### config.mk
export PLATFORM = sky130hd
export DESIGN_NAME = paddle_move_ctrl
export DESIGN_NICKNAME = d
export VERILOG_FILES = /design/src/rtl/paddle_pkg.sv /design/src/rtl/btn_sync.sv /design/src/rtl/paddle_move_ctrl.sv
export SDC_FILE = /design/constraint.sdc
export NUM_CORES = 1
export LEC_CHECK = 0
export CAP_MARGIN = 25
export CORE_MARGIN = 2
export CORE_UTILIZATION = 57
export DETAILED_ROUTE_END_ITERATION = 16
export PLACE_DENSITY = 0.83
export REMOVE_ABC_BUFFERS = 1
export SLEW_MARGIN = 20
export SYNTH_ARGS = -nofsm -noshare
export SYNTH_HDL_FRONTEND = slang
export SYNTH_HIERARCHICAL = 1
export SYNTH_SLANG_ARGS = --single-unit
### constraint.sdc
create_clock -name clk -period 4.66 [get_ports clk]
set_clock_uncertainty 0.2 [all_clocks]
set_input_delay 0.466 -clock clk [delete_from_list [all_inputs] [get_ports clk]]
set_output_delay 0.466 -clock clk [all_outputs]
set_load 0.05 [all_outputs]
### src/rtl/paddle_pkg.sv
// Shared types, widths and playfield-geometry helpers for the pong paddle motion controller.
package paddle_pkg;

  localparam int COORD_W = 9;
  localparam int ARITH_W = 10;
  localparam int STEP_W  = 4;

  typedef enum logic [1:0] {
    IDLE = 2'd0,
    UP   = 2'd1,
    DOWN = 2'd2
  } state_t;

  function automatic int calc_y_min(input int corr_y);
    return corr_y;
  endfunction

  function automatic int calc_y_max(input int game_height, input int paddle_height,
                                    input int corr_y);
    return corr_y + game_height - paddle_height;
  endfunction

  function automatic int calc_y_ctr(input int game_height, input int paddle_height,
                                    input int corr_y);
    return game_height / 2 - paddle_height / 2 + corr_y;
  endfunction

endpackage

### src/rtl/btn_sync.sv
// Two-flop synchroniser bringing an asynchronous button level into the clk domain.
module btn_sync (
  input  logic clk,
  input  logic rst,
  input  logic raw,
  output logic synced
);

  logic meta;

  // NOTE: sequential state uses non-blocking assignments so both flops sample the pre-edge values.
  always_ff @(posedge clk or posedge rst) begin
    if (rst) begin
      meta   <= 1'b0;
      synced <= 1'b0;
    end else begin
      meta   <= raw;
      synced <= meta;
    end
  end

endmodule

### src/rtl/paddle_move_ctrl.sv
// Frame-synchronous paddle motion controller; define PADDLE_ACCEL_EN to build the
// per-frame acceleration, otherwise the paddle moves a constant STEP_MIN lines per frame.
module paddle_move_ctrl
  import paddle_pkg::*;
#(
  parameter int GAME_HEIGHT   = 272,
  parameter int PADDLE_HEIGHT = 100,
  parameter int CORR_Y        = 12,
  parameter int STEP_MIN      = 2,
  parameter int STEP_MAX      = 8,
  parameter int ACCEL_FRAMES  = 4
) (
  input  logic         clk,
  input  logic         rst,
  input  logic         up_Paddle,
  input  logic         down_Paddle,
  input  logic         frame_tick,
  input  logic         move_en,
  input  logic         recenter,
  output logic [8:0]   paddle_Y,
  output logic         moving,
  output logic         at_top,
  output logic         at_bottom
);

  localparam logic [ARITH_W-1:0] Y_MIN = ARITH_W'(calc_y_min(CORR_Y));
  localparam logic [ARITH_W-1:0] Y_MAX = ARITH_W'(calc_y_max(GAME_HEIGHT, PADDLE_HEIGHT, CORR_Y));
  localparam logic [ARITH_W-1:0] Y_CTR = ARITH_W'(calc_y_ctr(GAME_HEIGHT, PADDLE_HEIGHT, CORR_Y));
  localparam logic [STEP_W-1:0]  STEP_LO = STEP_W'(STEP_MIN);

  logic up_s, dn_s;

  btn_sync u_up_sync (
    .clk    (clk),
    .rst    (rst),
    .raw    (up_Paddle),
    .synced (up_s)
  );

  btn_sync u_dn_sync (
    .clk    (clk),
    .rst    (rst),
    .raw    (down_Paddle),
    .synced (dn_s)
  );

  state_t               state_q, state_d, req;
  logic [COORD_W-1:0]   y_q, y_d;
  logic [ARITH_W-1:0]   y_ext, step_ext, y_up, y_dn, y_next;
  logic [STEP_W-1:0]    step_eff;
  logic                 at_top_d, at_bottom_d;

  always_comb begin
    req = IDLE;
    if (up_s && !dn_s)      req = UP;
    else if (dn_s && !up_s) req = DOWN;
  end

`ifdef PADDLE_ACCEL_EN
  localparam int                 CNT_W   = (ACCEL_FRAMES > 1) ? $clog2(ACCEL_FRAMES) : 1;
  localparam logic [CNT_W-1:0]   CNT_END = CNT_W'(ACCEL_FRAMES - 1);
  localparam logic [STEP_W-1:0]  STEP_HI = STEP_W'(STEP_MAX);

  logic [STEP_W-1:0] step_q, step_d;
  logic [CNT_W-1:0]  cnt_q, cnt_d, cnt_eff;
  logic              clamped;

  // A continuing move keeps its accumulated speed; any entry or reversal restarts slow.
  always_comb begin
    step_eff = (req == state_q) ? step_q : STEP_LO;
    cnt_eff  = (req == state_q) ? cnt_q : '0;
    clamped  = ((req == UP) && (y_up == Y_MIN)) || ((req == DOWN) && (y_dn == Y_MAX));
    step_d   = step_q;
    cnt_d    = cnt_q;
    if (recenter || !move_en) begin
      step_d = STEP_LO;
      cnt_d  = '0;
    end else if (frame_tick) begin
      if (req == IDLE || clamped) begin
        step_d = STEP_LO;
        cnt_d  = '0;
      end else if (cnt_eff == CNT_END) begin
        cnt_d  = '0;
        step_d = (step_eff >= STEP_HI) ? STEP_HI : step_eff + 1'b1;
      end else begin
        cnt_d  = cnt_eff + 1'b1;
        step_d = step_eff;
      end
    end
  end

  always_ff @(posedge clk or posedge rst) begin
    if (rst) begin
      step_q <= STEP_LO;
      cnt_q  <= '0;
    end else begin
      step_q <= step_d;
      cnt_q  <= cnt_d;
    end
  end
`else
  assign step_eff = STEP_LO;
`endif

  // Compare before subtracting so the 10-bit result never wraps below Y_MIN.
  always_comb begin
    y_ext    = {1'b0, y_q};
    step_ext = ARITH_W'(step_eff);
    y_up     = (y_ext >= Y_MIN + step_ext) ? y_ext - step_ext : Y_MIN;
    y_dn     = (y_ext + step_ext >= Y_MAX) ? Y_MAX : y_ext + step_ext;
  end

  // NOTE: every combinational output gets a default first so no path infers a latch.
  always_comb begin
    state_d = state_q;
    y_next  = y_ext;
    if (recenter) begin
      state_d = IDLE;
      y_next  = Y_CTR;
    end else if (!move_en) begin
      state_d = IDLE;
    end else if (frame_tick) begin
      state_d = req;
      case (req)
        UP:      y_next = y_up;
        DOWN:    y_next = y_dn;
        default: y_next = y_ext;
      endcase
    end
    y_d         = COORD_W'(y_next);
    at_top_d    = (y_next == Y_MIN);
    at_bottom_d = (y_next == Y_MAX);
  end

  always_ff @(posedge clk or posedge rst) begin
    if (rst) begin
      state_q   <= IDLE;
      y_q       <= COORD_W'(Y_CTR);
      at_top    <= 1'b0;
      at_bottom <= 1'b0;
    end else begin
      state_q   <= state_d;
      y_q       <= y_d;
      at_top    <= at_top_d;
      at_bottom <= at_bottom_d;
    end
  end

  assign paddle_Y = y_q;
  assign moving   = (state_q != IDLE);

endmodule

# Yosys cells after proc, flatten, opt, wreduce, memory -nomap -nowiden
# Index checks and enable logic that the tools add are counted.
# totals
ff_bits	17
out_inout_bits	12
elab_cells	33
# classes
add_sub_neg	2
n_lt_le_gt_ge	2
eq_ne	5
n_mux	11
n_reduce_logical	5
# op_table
op	n
$mux W10	5
$pmux W10 S2	1
$add A9 B2 Y10 const B	1
$eq A10 B4 Y1 const B	1
$eq A10 B8 Y1 const B	1
$ge A10 B8 Y1 const B	1
$mux W2	5
$sub A9 B2 Y10 const B	1
$ge A9 B4 Y1 const B	1
$ne A3 B2 Y1 const B	1
$eq A2 B1 Y1 const B	1
$eq A2 B2 Y1 const B	1
$logic_and A1 B1 Y1	2
$logic_not A1 Y1	2
$reduce_bool A2 Y1	1

# Logic depth before layout (Yosys ltp)
# Gate-level depths: netlist of run 1.
# logic_depth
ltp_word	10
mapped_depth	10
ltp_nobuf	9

# Modules after synthesis
# The synthesis of run 1 kept the hierarchy.
# modules_own_cells
mod	instances	cells_each	area_per_inst_um2	seq_area_each_um2
paddle_move_ctrl	1	132	1084.8	329.1
btn_sync	2	3	53.8	50.0

# Worst setup path before layout of run 1
# Ideal clock, no wire load.
# synth_path
kind	register to register
start	register y_q[2] (netlist: paddle_Y[2])
end	register at_top
t_arrival_ns	2.680
setup_slack_ns	1.679
stages_incl_launch_ff	9
cell_sequence	dfrtp_1 ha_1 and2_4 a221o_1 a211o_1 or3b_1 a221oi_2 nand4b_1 nor4_1
# synth_via
elab_chain_len	8
# synth_lines
element	line	rtl
start: declaration	paddle_move_ctrl.sv:48	logic [COORD_W-1:0] y_q, y_d;
start signal: assignment	paddle_move_ctrl.sv:138	y_q <= COORD_W'(Y_CTR);
start signal: assignment	paddle_move_ctrl.sv:143	y_q <= y_d;
$add A9 B2 Y10	paddle_move_ctrl.sv:110	y_dn = (y_ext + step_ext >= Y_MAX) ? Y_MAX : y_ext + step_ext;
$ge A10 B8 Y1	paddle_move_ctrl.sv:110	
$mux W10	paddle_move_ctrl.sv:110	
$pmux W10 S2	paddle_move_ctrl.sv:124	case (req)
$mux W10	paddle_move_ctrl.sv:122	end else if (frame_tick) begin
$mux W10 *	paddle_move_ctrl.sv:120	end else if (!move_en) begin
$mux W10 *	paddle_move_ctrl.sv:117	if (recenter) begin
$eq A10 B4 Y1 *	paddle_move_ctrl.sv:131	at_top_d = (y_next == Y_MIN);
net at_top_d	paddle_move_ctrl.sv:51	logic at_top_d, at_bottom_d;
end signal: assignment	paddle_move_ctrl.sv:144	at_top <= at_top_d;
end: declaration	paddle_move_ctrl.sv:22	output logic at_top,
# Mark *: on every way through the listed nets, which the timed path passes. The rest lies on a longest branch.
# A chain may end at the register's enable or synchronous reset.

# Final worst setup path of run 1
# layout_path
start	register y_q[1] (netlist: paddle_Y[1])
end	register at_top
# layout_via
elab_chain_len	8
# layout_lines
element	line	rtl
$add A9 B2 Y10	paddle_move_ctrl.sv:110	
$ge A10 B8 Y1	paddle_move_ctrl.sv:110	
$mux W10	paddle_move_ctrl.sv:110	
$pmux W10 S2 *	paddle_move_ctrl.sv:124	
$mux W10 *	paddle_move_ctrl.sv:122	
$mux W10 *	paddle_move_ctrl.sv:120	
$mux W10 *	paddle_move_ctrl.sv:117	
net y_next[2]	paddle_move_ctrl.sv:49	logic [ARITH_W-1:0] y_ext, step_ext, y_up, y_dn, y_next;
$eq A10 B4 Y1 *	paddle_move_ctrl.sv:131	
net at_top_d	paddle_move_ctrl.sv:51	
# Marked as above.

==> impl_metrics.tcl, run 1 <==
set metrics [dict create \
    outcome "finished clean" \
    hold_class "reg -> reg" \
    die_w_um 49.7 \
    postCtsSetupBuffers 0 \
    clockBufferDepth 2 \
    grt.total_usage_pct 27.0 \
    synthSimpleGateAreaFrac_pct 25.2 \
    dr.pass1.iters 4 \
    synthMuxAreaShare_pct 3.46 \
    min-delay-start "u_up_sync/meta" \
    finalHoldViolations 0 \
    crit_path_max_incr_delay_ns 0.66 \
    final-max-slew-violation-count 0 \
    synth_top_family_by_area "simple AND/OR/NAND/NOR gates" \
    cellPowerDensity_nw_per_um2 214 \
    yosys.area.top_type "dfrtp_1" \
    drive_above_1_share_pct 9.15 \
    worst_slack_ns 1.33 \
    grt-ovfl-total 0 \
    synth-compound-area-share_pct 19.2 \
    dp_hpwl_mm 2.27 \
    ant_nets 0 \
    cts_sinks 17 \
    hold_depth 0 \
    synth_fa_ha_area_share_pct 6.30 \
    synth_ff_type "dfrtp_1" \
    ir_drop_mv 0.196 \
    hold_buffers 0 \
    worstPathRequired_ns 4.66 \
    root_buffer "clkbuf_4" \
    max_freq_ghz 0.300 \
    cts_tree "done" \
    finalCritPeriodShare_pct 71.5 \
    rsz0062_at_grt "false" \
    dieArea_um2 2470 \
    portBuffers 18 \
    relSlewSlack_pct 48.9 \
    grt_max_degree 14 \
    timing.rr.end "at_top" \
    synth-edff-count 0 \
    setup_viol 0 \
    path_clk_slew_ns 0.10 \
    tightest_slew_ns 0.756 \
    setup_tns_ns 0 \
    gp_congestion 0.963 \
    layout.nets 167 \
    postSynthAreaPerCell_um2 8.64 \
    timing_worst_setup_path_type "reg -> reg" \
    design.portCount 19 \
    critPathMaxFanout 10 \
    async_reset_ff_share_pct 100 \
    rows 16 \
    startpoint_type "flop" \
    crit_chain "ha_1 > nand4_1 > nor4b_1 > a211o_1 > o211ai_1 > a221oi_1 > nand2_1 > nor4_1" \
    rr_worst_depth 8 \
    syn_inst 138 \
    insertion_delay_ns 0.29 \
    finalWirelength_mm 3.00 \
    vias 1137 \
    grt_pass1_wl_mm 5.00 \
    syn_area_um2 1190 \
    yosysWarnings 6 \
    synth_cell_types 46 \
    initial_utilization_pct 60.8 \
    rr_startpoint "paddle_Y[1]" \
    min_to "u_up_sync/synced" \
    dp_slack_ns 1.41 \
    drt_iter0_drc 76 \
    synth_area_leaders "dfrtp_1 29%, dfstp_2 6.6%, ha_1 6.3%" \
    h-tree-depth 1 \
    slowest_stage "dfstp_2" \
    die_height_um 49.7 \
    drc 0 \
    period_minus_slack_ns 3.33 \
    cap_violations 0 \
    antenna_found_initial 0 \
    ys_seq_area_share_pct 36.0 \
    syn_to_final_growth_pct 17.2 \
    avgRoutedWirePerCell_um 16.7 \
    cp.arrival_ns 3.33 \
    ys_ff_latch 17 \
    diodes 0 \
    r2r_slack_ns 1.33 \
    synth-xor-area-share_pct 2.20 \
    core_area_um2 1960 \
    endpoint_kind "flop" \
    grt_pass1_vias 1029 \
    cts_resized 0 \
    leakage_nw 0.557 \
    vias_per_cell 6.32 \
    numCtsBuffers 3 \
    netlist.area_leader.share_pct 29.4 \
]
## flip-flops by register name (all words and copies together) (netlist names)
name              cells
u_dn_sync/meta        1
state_q               2
at_top                1
u_up_sync/synced      1
u_dn_sync/synced      1
paddle_Y              9
at_bottom             1
u_up_sync/meta        1
## critical path, delay by kind of cell, from the launching register on
kind / cells / cell delay, ns
AOI/OAI and AO/OA: 3 / 1.00
adders and majority gates: 1 / 0.29
DFF: 1 / 0.66
and+or+nand+nor: 4 / 1.09
## metrics by stage
step / total power [mW] / hold slack, ns / cell area [um2] / util (%) / std cells
after floorplan: 0.200 / 0.00718 / 1160 / - / 131
after global placement: 0.220 / 0.135 / 1370 / 69.9 / 176
after detailed placement: 0.222 / 0.139 / 1370 / 69.9 / 176
after CTS: 0.301 / 0.161 / 1400 / 71.2 / 180
after global routing: 0.313 / 0.178 / 1400 / 71.2 / 180
final: 0.299 / 0.156 / 1400 / 71.2 / 180
## routing by layer
metal / track usage, % / vias up / wire [um]
met5: 0 / - / 0
met2: 43.6 / 47 / 1520
met1: 36.2 / 545 / 1210
met4: 11.1 / 0 / 77
met3: 3.94 / 12 / 196
li1: - / 533 / -
## cells in the mapped netlist (all sizes together), types with 2 or more instances
cell,instances
dfstp,3
a221oi,2
nand4b,2
xnor2,3
ha,6
a211oi,2
clkbuf,2
a21oi,4
dfrtp,14
nor4,7
inv,15
or3,4
nand2,14
a21boi,2
mux2i,3
nor2,13
buf,5
o21ai,6
nor3,2
a211o,2
nand3,3
nand3b,2
nand4,2
## worst max path at each step
stage | startpoint | end | slack, ns
4_1_cts | paddle_Y[1] | at_top | 1.40
3_5_place_dp | paddle_Y[1] | at_top | 1.41
6_report | paddle_Y[1] | at_top | 1.33
5_1_grt | paddle_Y[1] | at_top | 1.10
2_1_floorplan | paddle_Y[2] | at_top | 1.68
3_3_place_gp | paddle_Y[1] | at_top | 1.65
## cells by family (layout without fill, tap and decap cells)
kind of cell	after synthesis	in the layout
AND/OR/NAND/NOR	57	57
AO/OA/AOI/OAI	29	29
buffers and inverters	22	37
flip-flops	17	17
adder cells (fa/ha/maj)	6	6
multiplexers	4	4
XOR/XNOR	3	3
## power breakdown
| group | switching (mW) | internal [mW] |
|---|---|---|
| combinational | 0.0357 | 0.0229 |
| sequential | 0.00817 | 0.153 |
| clock | 0.0460 | 0.0333 |
## cell type report
| type | instances | area [um2] |
|---|---|---|
| Multi-Input combinational cell | 99 | 672 |
| Fill cell | 169 | 564 |
| Sequential cell | 17 | 429 |
| Timing Repair Buffer | 18 | 180 |
| Inverter | 15 | 56.3 |
| Tap cell | 27 | 33.8 |
| Clock buffer | 4 | 26.3 |
## layout by cell type, fill, tap and decap left out, drive strengths merged, types with 2 or more instances in the layout
master / netlist / final
nand2: 14 / 14
clkdlybuf4s50: 0 / 18
a21boi: 2 / 2
ha: 6 / 6
mux2i: 3 / 3
o21ai: 6 / 6
dfstp: 3 / 3
nor2: 13 / 13
a211o: 2 / 2
nor3: 2 / 2
nand4: 2 / 2
or3: 4 / 4
nor4: 7 / 7
xnor2: 3 / 3
inv: 15 / 15
a21oi: 4 / 4
dfrtp: 14 / 14
nand4b: 2 / 2
clkbuf: 2 / 4
a211oi: 2 / 2
a221oi: 2 / 2
nand3: 3 / 3
nand3b: 2 / 2
(Power assumes the default switching activity.)
==> run 2, diff against run 1 <==
--- a/config.mk
+++ b/config.mk
@@ -6,10 +6,11 @@
 export NUM_CORES = 1
 export LEC_CHECK = 0
 export CAP_MARGIN = 25
+export CORE_ASPECT_RATIO = 1.75
 export CORE_MARGIN = 2
-export CORE_UTILIZATION = 57
+export CORE_UTILIZATION = 52
 export DETAILED_ROUTE_END_ITERATION = 16
-export PLACE_DENSITY = 0.83
+export PLACE_DENSITY = 0.77
 export REMOVE_ABC_BUFFERS = 1
 export SLEW_MARGIN = 20
 export SYNTH_ARGS = -nofsm -noshare
==> constraint.sdc (replaced) <==
create_clock -name clk -period 3.1 [get_ports clk]
set_clock_uncertainty 0.2 [all_clocks]
set_input_delay 0.31 -clock clk [delete_from_list [all_inputs] [get_ports clk]]
set_output_delay 0.31 -clock clk [all_outputs]
set_load 0.05 [all_outputs]
==> run 2 against run 1 <==
Combinational power up 63%. Sequential share of layout area down 1.3 points. Global-route usage fell by 0.39 points. Wire length increased by 3.9%. Non-clock buffer count is 5 higher. Critical path depth stayed put. Sequential cell count stayed put. Core utilization decreased by 6.1 points. Die area is 9.4% higher. Largest power group unchanged. Setup slack got worse by 1.1 ns.
==> impl_metrics.tcl, run 2 (synthesis results as in run 1) <==
set metrics [dict create \
    grt.total_usage_pct 26.6 \
    setup_tns_ns 0 \
    rows 23 \
    r2r_slack_ns 0.21 \
    cts_tree "done" \
    finalCritPeriodShare_pct 93.2 \
    gp_congestion 0.879 \
    timing.rr.end "at_bottom" \
    cap_violations 0 \
    vias 1168 \
    grtUsageMet3_pct 4.28 \
    use_met2_pct 44.6 \
    insertion_delay_ns 0.25 \
    grt_pass1_vias 1074 \
    design.portCount 19 \
    h-tree-depth 1 \
    clockBufferDepth 2 \
    outcome "finished clean" \
    hold_class "in -> async" \
    crit_chain "ha_2 > o21ai_0 > a221o_1 > a211o_1 > or3b_1 > a221oi_2 > nand4b_1 > nor4_1" \
    combinationalPowerShare_pct 19.2 \
    setup_viol 0 \
    portBuffers 18 \
    grt-ovfl-total 0 \
    endpoint_kind "flop" \
    critPathMaxFanout 6 \
    max_freq_ghz 0.346 \
    whs_ns 0.0516 \
    root_buffer "clkbuf_8" \
    core_area_um2 2240 \
    dp_cells 178 \
    drt_iter0_drc 40 \
    relSlewSlack_pct 65.1 \
    leakage_nw 0.592 \
    timing_worst_setup_path_type "reg -> reg" \
    layout.nets 172 \
    met1_usage_pct 27.9 \
    final_common_cell "clkdlybuf4s50_1" \
    slowest_stage "dfstp_2" \
    design_area_um2 1460 \
    initial_utilization_pct 53.1 \
    p_sw_share_pct 28.2 \
    path_clk_slew_ns 0.06 \
    avgRoutedWirePerCell_um 17.0 \
    die_height_um 67.3 \
    dr.pass1.iters 4 \
    drive_above_1_share_pct 13.9 \
    final_util_pct 65.1 \
    syn_to_final_growth_pct 22.6 \
    cp.arrival_ns 2.85 \
    worstPathRequired_ns 3.06 \
    largest_register_ffs 9 \
    cts_sinks 17 \
    top_usage_layer "met2" \
    grt_pass1_wl_mm 4.80 \
    rsz0062_at_grt "false" \
    startpoint_type "flop" \
    drc 0 \
    dieArea_um2 2710 \
    instances_no_fill 183 \
    dp_hpwl_mm 2.37 \
    finalWirelength_mm 3.12 \
    mostFrequentLayoutCells "18 x clkdlybuf4s50_1, 15 x inv_1, 14 x nand2_1, 14 x dfrtp_1, 13 x nor2_1" \
    final-max-slew-violation-count 0 \
    die_w_um 40.2 \
    antenna_found_initial 0 \
    grt_max_degree 14 \
    diodes 0 \
    ant_nets 0 \
    placed_cell_area_um2 1400 \
    rr_worst_depth 8 \
    vias_per_cell 6.38 \
    ir_drop_mv 0.358 \
    rr_startpoint "paddle_Y[1]" \
    internal_power_uw 358 \
    finalHoldViolations 0 \
    p_sw_uw 140 \
    clkPwrFrac_pct 32.7 \
    seqPwrFrac_pct 48.1 \
    cellPowerDensity_nw_per_um2 341 \
    numCtsBuffers 3 \
    crit_path_max_incr_delay_ns 0.57 \
    tightest_slew_ns 0.523 \
    period_minus_slack_ns 2.89 \
]
run 2: repair_timing:
action	4_1_cts	5_1_grt
setup endpoints to repair	0	2
resized for setup	0	2
hold buffers	0	0
buffers inserted	0	1
run 2: critical path: cells and delay by family, from the launching register on:
| family | cells | cell delay (ns) |
|---|---|---|
| AOI/OAI and AO/OA | 4 | 0.99 |
| adders and majority gates | 1 | 0.24 |
| DFF | 1 | 0.57 |
| and+or+nand+nor | 3 | 0.79 |
run 2: how the worst max path moves through the flow:
stage / from / end / slack, ns
after floorplan: paddle_Y[2] / at_top / 0.12
after global placement: paddle_Y[1] / at_top / 0.26
after detailed placement: paddle_Y[1] / at_bottom / 0.12
after CTS: paddle_Y[1] / at_bottom / 0.11
after global routing: paddle_Y[1] / at_bottom / 0.08
final: paddle_Y[1] / at_bottom / 0.21
run 2: through the flow:
stage / total power, mW / setup slack [ns]
2_1_floorplan: 0.301 / 0.118
3_3_place_gp: 0.335 / 0.255
3_5_place_dp: 0.337 / 0.123
4_1_cts: 0.505 / 0.108
5_1_grt: 0.522 / 0.0802
6_report: 0.498 / 0.210
run 2: layer usage:
layer  vias up  wire [um]
li1        539          -
met1       552       1110
met2        59       1650
met3        18        171
met4         0        188
met5         -          0
run 2: cell type report:
cell class | count | area, um2
clock inverters | 1 | 5.00
flip-flops and latches | 17 | 429
repair buffers | 23 | 218
fillers | 190 | 783
well taps | 25 | 31.3
clock buffers | 3 | 41.3
multi-input cells | 99 | 681
inverters | 15 | 56.3
run 2: power by group through the flow:
stage	Combinational (mW)	Clock [mW]	Sequential [mW]
global route	0.103	0.179	0.241
floorplan	0.0455	0	0.255
detailed placement	0.0922	0	0.244
finish	0.0957	0.163	0.240
global placement	0.0911	0	0.244
CTS	0.0926	0.172	0.240
